===== config.mk =====
export PLATFORM = sky130hd
export DESIGN_NAME = multicycle_ctrl
export DESIGN_NICKNAME = d
export VERILOG_FILES = /design/src/rtl/multicycle_ctrl.sv
export SDC_FILE = /design/constraint.sdc
export NUM_CORES = 1
export LEC_CHECK = 0
export BUFFER_PORTS_ARGS = -buffer_cell sky130_fd_sc_hd__buf_2
export CAP_MARGIN = 20
export CORE_MARGIN = 2
export CORE_UTILIZATION = 35
export DETAILED_ROUTE_END_ITERATION = 10
export GPL_TIMING_DRIVEN = 0
export HOLD_SLACK_MARGIN = 0.08
export PLACE_DENSITY_LB_ADDON = 0.1
export SYNTH_ARGS = -nofsm -noshare
export SYNTH_HDL_FRONTEND = slang
export SYNTH_SLANG_ARGS = --single-unit

===== constraint.sdc =====
create_clock -name clk -period 1.93 [get_ports clk]
set_input_delay 0.193 -clock clk [delete_from_list [all_inputs] [get_ports clk]]
set_output_delay 0.193 -clock clk [all_outputs]
set_load 0.01 [all_outputs]

===== src/rtl/multicycle_ctrl.sv =====
`default_nettype none
// ============================================================================
// multicycle_ctrl : Moore control FSM for a multicycle RV32 core that shares
//                   one memory and one ALU (lw, sw, R, I, beq, jal).
//                   Optional build macro: MULTICYCLE_ILLEGAL_TRAP_EN
// Revision        : 1.0
// ============================================================================
module multicycle_ctrl #(
    parameter int FETCH_WAIT = 0
) (
    input  logic       clk,
    input  logic       reset,
    input  logic [6:0] op,
    input  logic       zero,
    output logic       pc_write,
    output logic       adr_src,
    output logic       ir_write,
    output logic       mem_write,
    output logic       reg_write,
    output logic [1:0] alu_src_a,
    output logic [1:0] alu_src_b,
    output logic [1:0] result_src,
    output logic [1:0] imm_src,
    output logic [1:0] alu_op,
    output logic       instr_done,
    output logic       illegal_op
);

    localparam logic [6:0] c_OP_LW   = 7'b0000011;
    localparam logic [6:0] c_OP_SW   = 7'b0100011;
    localparam logic [6:0] c_OP_R    = 7'b0110011;
    localparam logic [6:0] c_OP_I    = 7'b0010011;
    localparam logic [6:0] c_OP_BEQ  = 7'b1100011;
    localparam logic [6:0] c_OP_JAL  = 7'b1101111;
    localparam logic [2:0] c_FETCH_LAST = 3'(FETCH_WAIT);

    typedef enum logic [3:0] {
        S_FETCH    = 4'd0,
        S_DECODE   = 4'd1,
        S_MEMADR   = 4'd2,
        S_MEMREAD  = 4'd3,
        S_MEMWB    = 4'd4,
        S_MEMWRITE = 4'd5,
        S_EXECR    = 4'd6,
        S_EXECI    = 4'd7,
        S_ALUWB    = 4'd8,
        S_BEQ      = 4'd9,
        S_JAL      = 4'd10,
        S_TRAP     = 4'd11
    } state_t;

    state_t     r_state;
    logic [2:0] r_cnt;
    logic       w_fetch_last;
    logic       w_pc_update;
    logic       w_branch;

    assign w_fetch_last = (r_cnt == c_FETCH_LAST);

`ifdef MULTICYCLE_ILLEGAL_TRAP_EN
    logic r_illegal;
    assign illegal_op = r_illegal;
`else
    assign illegal_op = 1'b0;
`endif

    always_ff @(posedge clk) begin
        if (reset) begin
            r_state <= S_FETCH;
            r_cnt   <= 3'd0;
`ifdef MULTICYCLE_ILLEGAL_TRAP_EN
            r_illegal <= 1'b0;
`endif
        end else begin
            case (r_state)
                S_FETCH: begin
                    if (w_fetch_last) begin
                        r_cnt   <= 3'd0;
                        r_state <= S_DECODE;
                    end else begin
                        r_cnt <= r_cnt + 3'd1;
                    end
                end
                S_DECODE: begin
                    case (op)
                        c_OP_LW, c_OP_SW: r_state <= S_MEMADR;
                        c_OP_R:           r_state <= S_EXECR;
                        c_OP_I:           r_state <= S_EXECI;
                        c_OP_BEQ:         r_state <= S_BEQ;
                        c_OP_JAL:         r_state <= S_JAL;
                        default: begin
                            r_state <= S_TRAP;
`ifdef MULTICYCLE_ILLEGAL_TRAP_EN
                            r_illegal <= 1'b1;
`endif
                        end
                    endcase
                end
                S_MEMADR:  r_state <= (op == c_OP_SW) ? S_MEMWRITE : S_MEMREAD;
                S_MEMREAD: r_state <= S_MEMWB;
                S_EXECR, S_EXECI, S_JAL: r_state <= S_ALUWB;
                S_MEMWB, S_MEMWRITE, S_ALUWB, S_BEQ: r_state <= S_FETCH;
`ifdef MULTICYCLE_ILLEGAL_TRAP_EN
                S_TRAP:    r_state <= S_TRAP;
`else
                S_TRAP:    r_state <= S_FETCH;
`endif
                default:   r_state <= S_FETCH;
            endcase
        end
    end

    // Reset forces every enable and select low, including mid-instruction aborts.
    always_comb begin
        adr_src     = 1'b0;
        ir_write    = 1'b0;
        mem_write   = 1'b0;
        reg_write   = 1'b0;
        alu_src_a   = 2'b00;
        alu_src_b   = 2'b00;
        result_src  = 2'b00;
        alu_op      = 2'b00;
        instr_done  = 1'b0;
        w_pc_update = 1'b0;
        w_branch    = 1'b0;
        if (!reset) begin
            case (r_state)
                S_FETCH: begin
                    alu_src_b   = 2'b10;
                    result_src  = 2'b10;
                    ir_write    = w_fetch_last;
                    w_pc_update = w_fetch_last;
                end
                S_DECODE: begin
                    alu_src_a = 2'b01;
                    alu_src_b = 2'b01;
                end
                S_MEMADR: begin
                    alu_src_a = 2'b10;
                    alu_src_b = 2'b01;
                end
                S_MEMREAD: adr_src = 1'b1;
                S_MEMWB: begin
                    result_src = 2'b01;
                    reg_write  = 1'b1;
                    instr_done = 1'b1;
                end
                S_MEMWRITE: begin
                    adr_src    = 1'b1;
                    mem_write  = 1'b1;
                    instr_done = 1'b1;
                end
                S_EXECR: begin
                    alu_src_a = 2'b10;
                    alu_op    = 2'b10;
                end
                S_EXECI: begin
                    alu_src_a = 2'b10;
                    alu_src_b = 2'b01;
                    alu_op    = 2'b10;
                end
                S_ALUWB: begin
                    reg_write  = 1'b1;
                    instr_done = 1'b1;
                end
                S_BEQ: begin
                    alu_src_a  = 2'b10;
                    alu_op     = 2'b01;
                    w_branch   = 1'b1;
                    instr_done = 1'b1;
                end
                S_JAL: begin
                    alu_src_a   = 2'b01;
                    alu_src_b   = 2'b10;
                    w_pc_update = 1'b1;
                end
`ifndef MULTICYCLE_ILLEGAL_TRAP_EN
                S_TRAP: instr_done = 1'b1;
`endif
                default: ;
            endcase
        end
    end

    assign pc_write = !reset && (w_pc_update || (w_branch && zero));

    always_comb begin
        imm_src = 2'b00;
        if (!reset) begin
            case (op)
                c_OP_SW:  imm_src = 2'b01;
                c_OP_BEQ: imm_src = 2'b10;
                c_OP_JAL: imm_src = 2'b11;
                default:  imm_src = 2'b00;
            endcase
        end
    end

endmodule
`default_nettype wire


* Word level (Yosys, flattened, before mapping)
Cells that the tools add are included.
** Storage, ports and cells
- Bits in registers :: 7
- Input bits :: 10
- Word-level logic and storage cells :: 66
** Operators by class
- Add/subtract/negate cells :: 1
- Equality and inequality tests :: 18
- Multiplexer cells :: 29
- Reductions and logical operators :: 16
** Operators with widths (count)
- case mux 4 bit (5 select lines) :: 2
- equality test 4 x 3 -> 1 bit, second input constant :: 4
- equality test 4 bit, second input constant :: 4
- case mux 2 bit (2 select lines) :: 4
- equality test 7 x 6 -> 1 bit, second input constant :: 2
- equality test 7 bit, second input constant :: 2
- two-way mux 1 bit :: 13
- OR reduction 2 bit :: 6
- two-way mux 2 bit :: 5
- equality test 4 x 2 -> 1 bit, second input constant :: 2
- equality test 7 x 2 -> 1 bit, second input constant :: 1
- equality test 7 x 5 -> 1 bit, second input constant :: 1
- two-way mux 3 bit :: 2
- case mux 2 bit (3 select lines) :: 1
- OR reduction 3 bit :: 2
- OR reduction 5 bit :: 1
- equality test 4 x 1 -> 1 bit, second input constant :: 1
- zero test 4 bit :: 1
- two-way mux 4 bit :: 1
- OR reduction 4 bit :: 1
- adder 3 x 1 -> 3 bit, second input constant :: 1
- zero test 3 bit :: 1
- logical AND 1 bit :: 2
- != test 2 bit, second input constant :: 1
- other kinds (3) :: 3

* Logic depth before layout (Yosys ltp)
- Depth in word-level cells :: 6
- Mapped depth :: 6
- Gate-level depth less buffers :: 6

* Worst setup path after synthesis
OpenSTA, ideal clock, no wires.
- Path kind :: register -> output
- Start point :: reg r_state[1]
- End point :: out ir_write
- Data arrival time :: 1323 ps
- Required time :: 1737 ps
- Slack :: 414 ps
- Stages on the path, launching flop included :: 4
- Buffers on the path :: 1
- Cell sequence :: dfxtp_1 -> buf_6 -> or4_4 -> nor3b_1
** On the way
- Cells in the longest elaborated chain, start to end :: 3
** RTL lines
- from (decl) :: line 52 : state_t r_state;
- from (signal assigned) :: line 99 : S_MEMADR: r_state <= (op == c_OP_SW) ? S_MEMWRITE : S_MEMREAD;
- zero test 4 bit :: line 127 : case (r_state)
- two-way mux 1 bit :: line 127
- two-way mux 1 bit :: line 126 : if (!reset) begin
- to (decl) :: line 17 : output logic ir_write,
No other way between the ends.

* Worst setup path in the final report
- Start point :: reg r_cnt[0]
- End point :: out pc_write
** On the way
- Cells in the longest elaborated chain, start to end :: 5
** RTL lines
- from (decl) :: line 53 : logic [2:0] r_cnt;
- from (signal assigned) :: line 81 : r_cnt <= r_cnt + 3'd1;
- zero test 3 bit :: line 58 : assign w_fetch_last = (r_cnt == c_FETCH_LAST);
- case mux 1 bit (2 select lines) :: line 127
- two-way mux 1 bit :: line 126
- logical OR 1 bit :: line 185 : assign pc_write = !reset && (w_pc_update || (w_branch && zero));
- logical AND 1 bit :: line 185
- to (decl) :: line 15 : output logic pc_write,
No other way between the ends.

==> results.toml <==
[outcome]
outcome = "complete, no violations"

[yosys]
postSynthNetCount = 115
synth_area_um2 = 727
syn_inst = 103
ys_seq_area_share_pct = 19.3
synth-seq-cells = 7
syn_area_per_cell_um2 = 7.06
yosysUniqueCellTypes = 39
yosys.area.top_type = "dfxtp_1"
yosysWarningCount = 0
ys_top_cells_by_area = "dfxtp_1, nor2_1, a21oi_1"
synth_top_area_share_pct = 19.3

[floorplan]
fp.dieH_um = 49.6
dieArea_mm2 = 0.00246
die_x_um = 49.6
floorplan.rows = 16
num_io_pins = 27
start_util_pct = 37.1
coreArea_mm2 = 0.00196

[drt]
drt_wl_total_mm = 1.85
firstDrtPassIters = 4
ant_nets = 0
drt_iter0_drc = 10
route.detailed.drc = 0
vias = 834
avgViaCountPerCell = 5.25
avgRoutedWirePerCell_um = 11.6

[grt]
gr-usage-all-layers_pct = 15.9
grt_max_degree = 11
grt_pass1_wl_mm = 3.06
antenna_found_initial = 0
grt_overflow = 0
grt_pass1_vias = 666

[clock_tree]
numCtsBuffers = 3
clk-insertion-delay-late_ns = 0.25
cts_hold_buffers = 0
htree_levels = 1
clk_pin_slew_worst_paths_ns = 0.05
ctsRootBufferMaster = "clkbuf_4"
tritoncts = "yes"
clock-sinks = 7
clockBufferDepth = 2

[sta]
whs_ns = 0.233
post-route-min-period_ns = 1.89
finalSetupViolations = 0
slew_violations = 0
max_freq_ghz = 0.529
skew_ns = 0.00520
rsz0062_at_grt = "true"
min_period_over_period_pct = 97.9
hold_viol = 0

[layout]
stdcell_count = 159
ff_latch_area_um2 = 143
drive_gt1_share_pct = 32.6
nets = 145
area_growth_pct = 27.5
n_antenna_cell = 0
fillCellCount = 226
multi_input_area_um2 = 539

[hold_path]
hold_path.class = "input pin to flop"
min_to = "r_state[2]"
whs_path_depth = 3
worstHoldStart = "op[4]"

[worst_setup_path]
rr_endpoint = "r_state[0]"
cp-start-kind = "flop"
cp_slowest_stage_delay_ns = 0.46
arrival_ns = 1.70
startpoint = "r_cnt[0]"
cp_max_fo = 4
r2r-start = "r_cnt[0]"
slowest_stage = "or4b_4"
critPathKind = "flop to output port"
end_kind = "output port"
crit_chain = "inv_1 > ha_2 > or4b_4 > a21oi_2 > nor2_1 > nor3_2 > buf_2"
required_ns = 1.74
r2r_slack_ns = 0.39
rr_worst_depth = 6

[flow_run]
maxCapViolCount = 0

[pwr]
totalPowerFinal_w = 0.000967
vdd_ir_drop_max_uv = 467
p_per_area_mw_per_mm2 = 1040
p_leak_nw = 0.417

[place]
gp_congestion = 0.773
numPortBuffers = 24
hpwl_mm = 1.34
dp_cells = 154
## final cells by class
type	count	area share [%]
multi-input combinational	85	58.2
sequential	7	15.4
timing repair buffer	25	13.8
buffer	9	5.40
tap	27	3.64
clock buffer	4	2.83
inverter	2	0.810
## power breakdown
part	total (W)	internal (W)	switching, W
combinational	0.000644	0.000268	0.000376
sequential	0.000190	0.000172	0.0000184
clock	0.000133	0.0000789	0.0000545
total	0.000967	0.000519	0.000448
## cells by family (layout without fill, tap and decap cells)
kind of cell / Yosys count / after routing / share of synthesized area [%]
adders and majority gates: 2 / 2 / 3.44
other: 1 / 1 / 0.516
xor gates and xnor gates: 4 / 4 / 4.82
DFF: 7 / 7 / 19.3
buffers and inverters: 11 / 40 / 7.92
and+or+nand+nor: 55 / 55 / 42.3
AOI/OAI and AO/OA: 20 / 20 / 17.4
muxes: 3 / 3 / 4.30
## Yosys cell counts
| master | n |
|---|---|
| mux2_2 | 1 |
| or4_4 | 1 |
| xnor2_1 | 2 |
| nand2_1 | 4 |
| o311ai_0 | 1 |
| dfxtp_1 | 7 |
| nor3b_1 | 2 |
| nor3_2 | 2 |
| a211oi_1 | 1 |
| o21ai_0 | 4 |
| xor2_1 | 2 |
| nor3_1 | 6 |
| and2_1 | 3 |
| nand3_1 | 4 |
| o21a_1 | 2 |
| a21oi_1 | 7 |
| ha_1 | 2 |
| o31a_1 | 1 |
| nor2_1 | 18 |
| nor2b_1 | 4 |
| nand4bb_1 | 1 |
| o31ai_1 | 1 |
| or4b_1 | 1 |
| buf_4 | 1 |
| buf_6 | 1 |
| buf_2 | 4 |
| o32ai_1 | 1 |
| o211ai_1 | 1 |
| mux2i_1 | 2 |
| nand4b_1 | 1 |
| and3_1 | 3 |
| nand4_1 | 1 |
| inv_1 | 2 |
| nand3b_1 | 2 |
| or3b_1 | 1 |
| nor4_1 | 1 |
| a22oi_1 | 1 |
| conb_1 | 1 |
| clkbuf_1 | 3 |
## repair_timing
item | 4_1_cts | 5_1_grt
endpoints found under the setup margin | 1 | 2
resized for setup | 0 | 5
buffers inserted | 0 | 1
pin swaps | 1 | 1
endpoints found under the hold margin | 0 | 0
## per-layer routing
layer	vias up	share of wire [%]	global-route usage, %	wire, um
met5	-	0	0	0
met2	17	43	22.4	786
met4	0	0.70	4.17	13
met3	5	5.3	5.45	98
met1	388	51	22.9	948
li1	424	-	-	-
## flip-flops by register name, indices dropped and copies added (netlist names)
| name | cells |
|---|---|
| r_cnt | 3 |
| r_state | 4 |
## cell usage in the layout (no fill, tap or decap), types with 3 or more instances in the layout
cell type / Yosys / routed
buf_2: 4 / 28
nor2_1: 18 / 18
a21oi_1: 7 / 6
nor3_1: 6 / 6
dfxtp_1: 7 / 5
clkbuf_1: 3 / 4
nor2b_1: 4 / 4
nand2_1: 4 / 4
nand3_1: 4 / 4
o21ai_0: 4 / 4
and2_1: 3 / 3
and3_1: 3 / 3
clkbuf_4: 0 / 3
## how the worst max path moves through the flow
| stage | endpoint | slack [ns] | cells after the start |
|---|---|---|---|
| final | pc_write | 0.04 | 7 |
| after global routing | pc_write | -0.06 | 7 |
| after CTS | pc_write | 0.01 | 7 |
| after detailed placement | pc_write | 0.28 | 7 |
| after global placement | pc_write | 0.30 | 7 |
| after floorplan | ir_write | 0.41 | 3 |
## critical path, delay by kind of cell, from the launching register on
kind | cells | cell delay (ns)
flops | 1 | 0.33
compound gates | 1 | 0.13
fa+ha+maj | 1 | 0.17
simple gates | 3 | 0.62
buf+inv | 2 | 0.20
## metrics by stage
stage | TNS (ns) | utilization (%) | setup WS, ns | cell area, um^2
5_1_grt | -0.0618 | 47.3 | -0.0618 | 927
3_3_place_gp | 0 | 44.9 | 0.297 | 881
6_report | 0 | 47.3 | 0.0396 | 927
2_1_floorplan | 0 | - | 0.414 | 727
4_1_cts | 0 | 46.2 | 0.0127 | 907
3_5_place_dp | 0 | 44.9 | 0.280 | 881
Power figures use the tool's default switching activity.
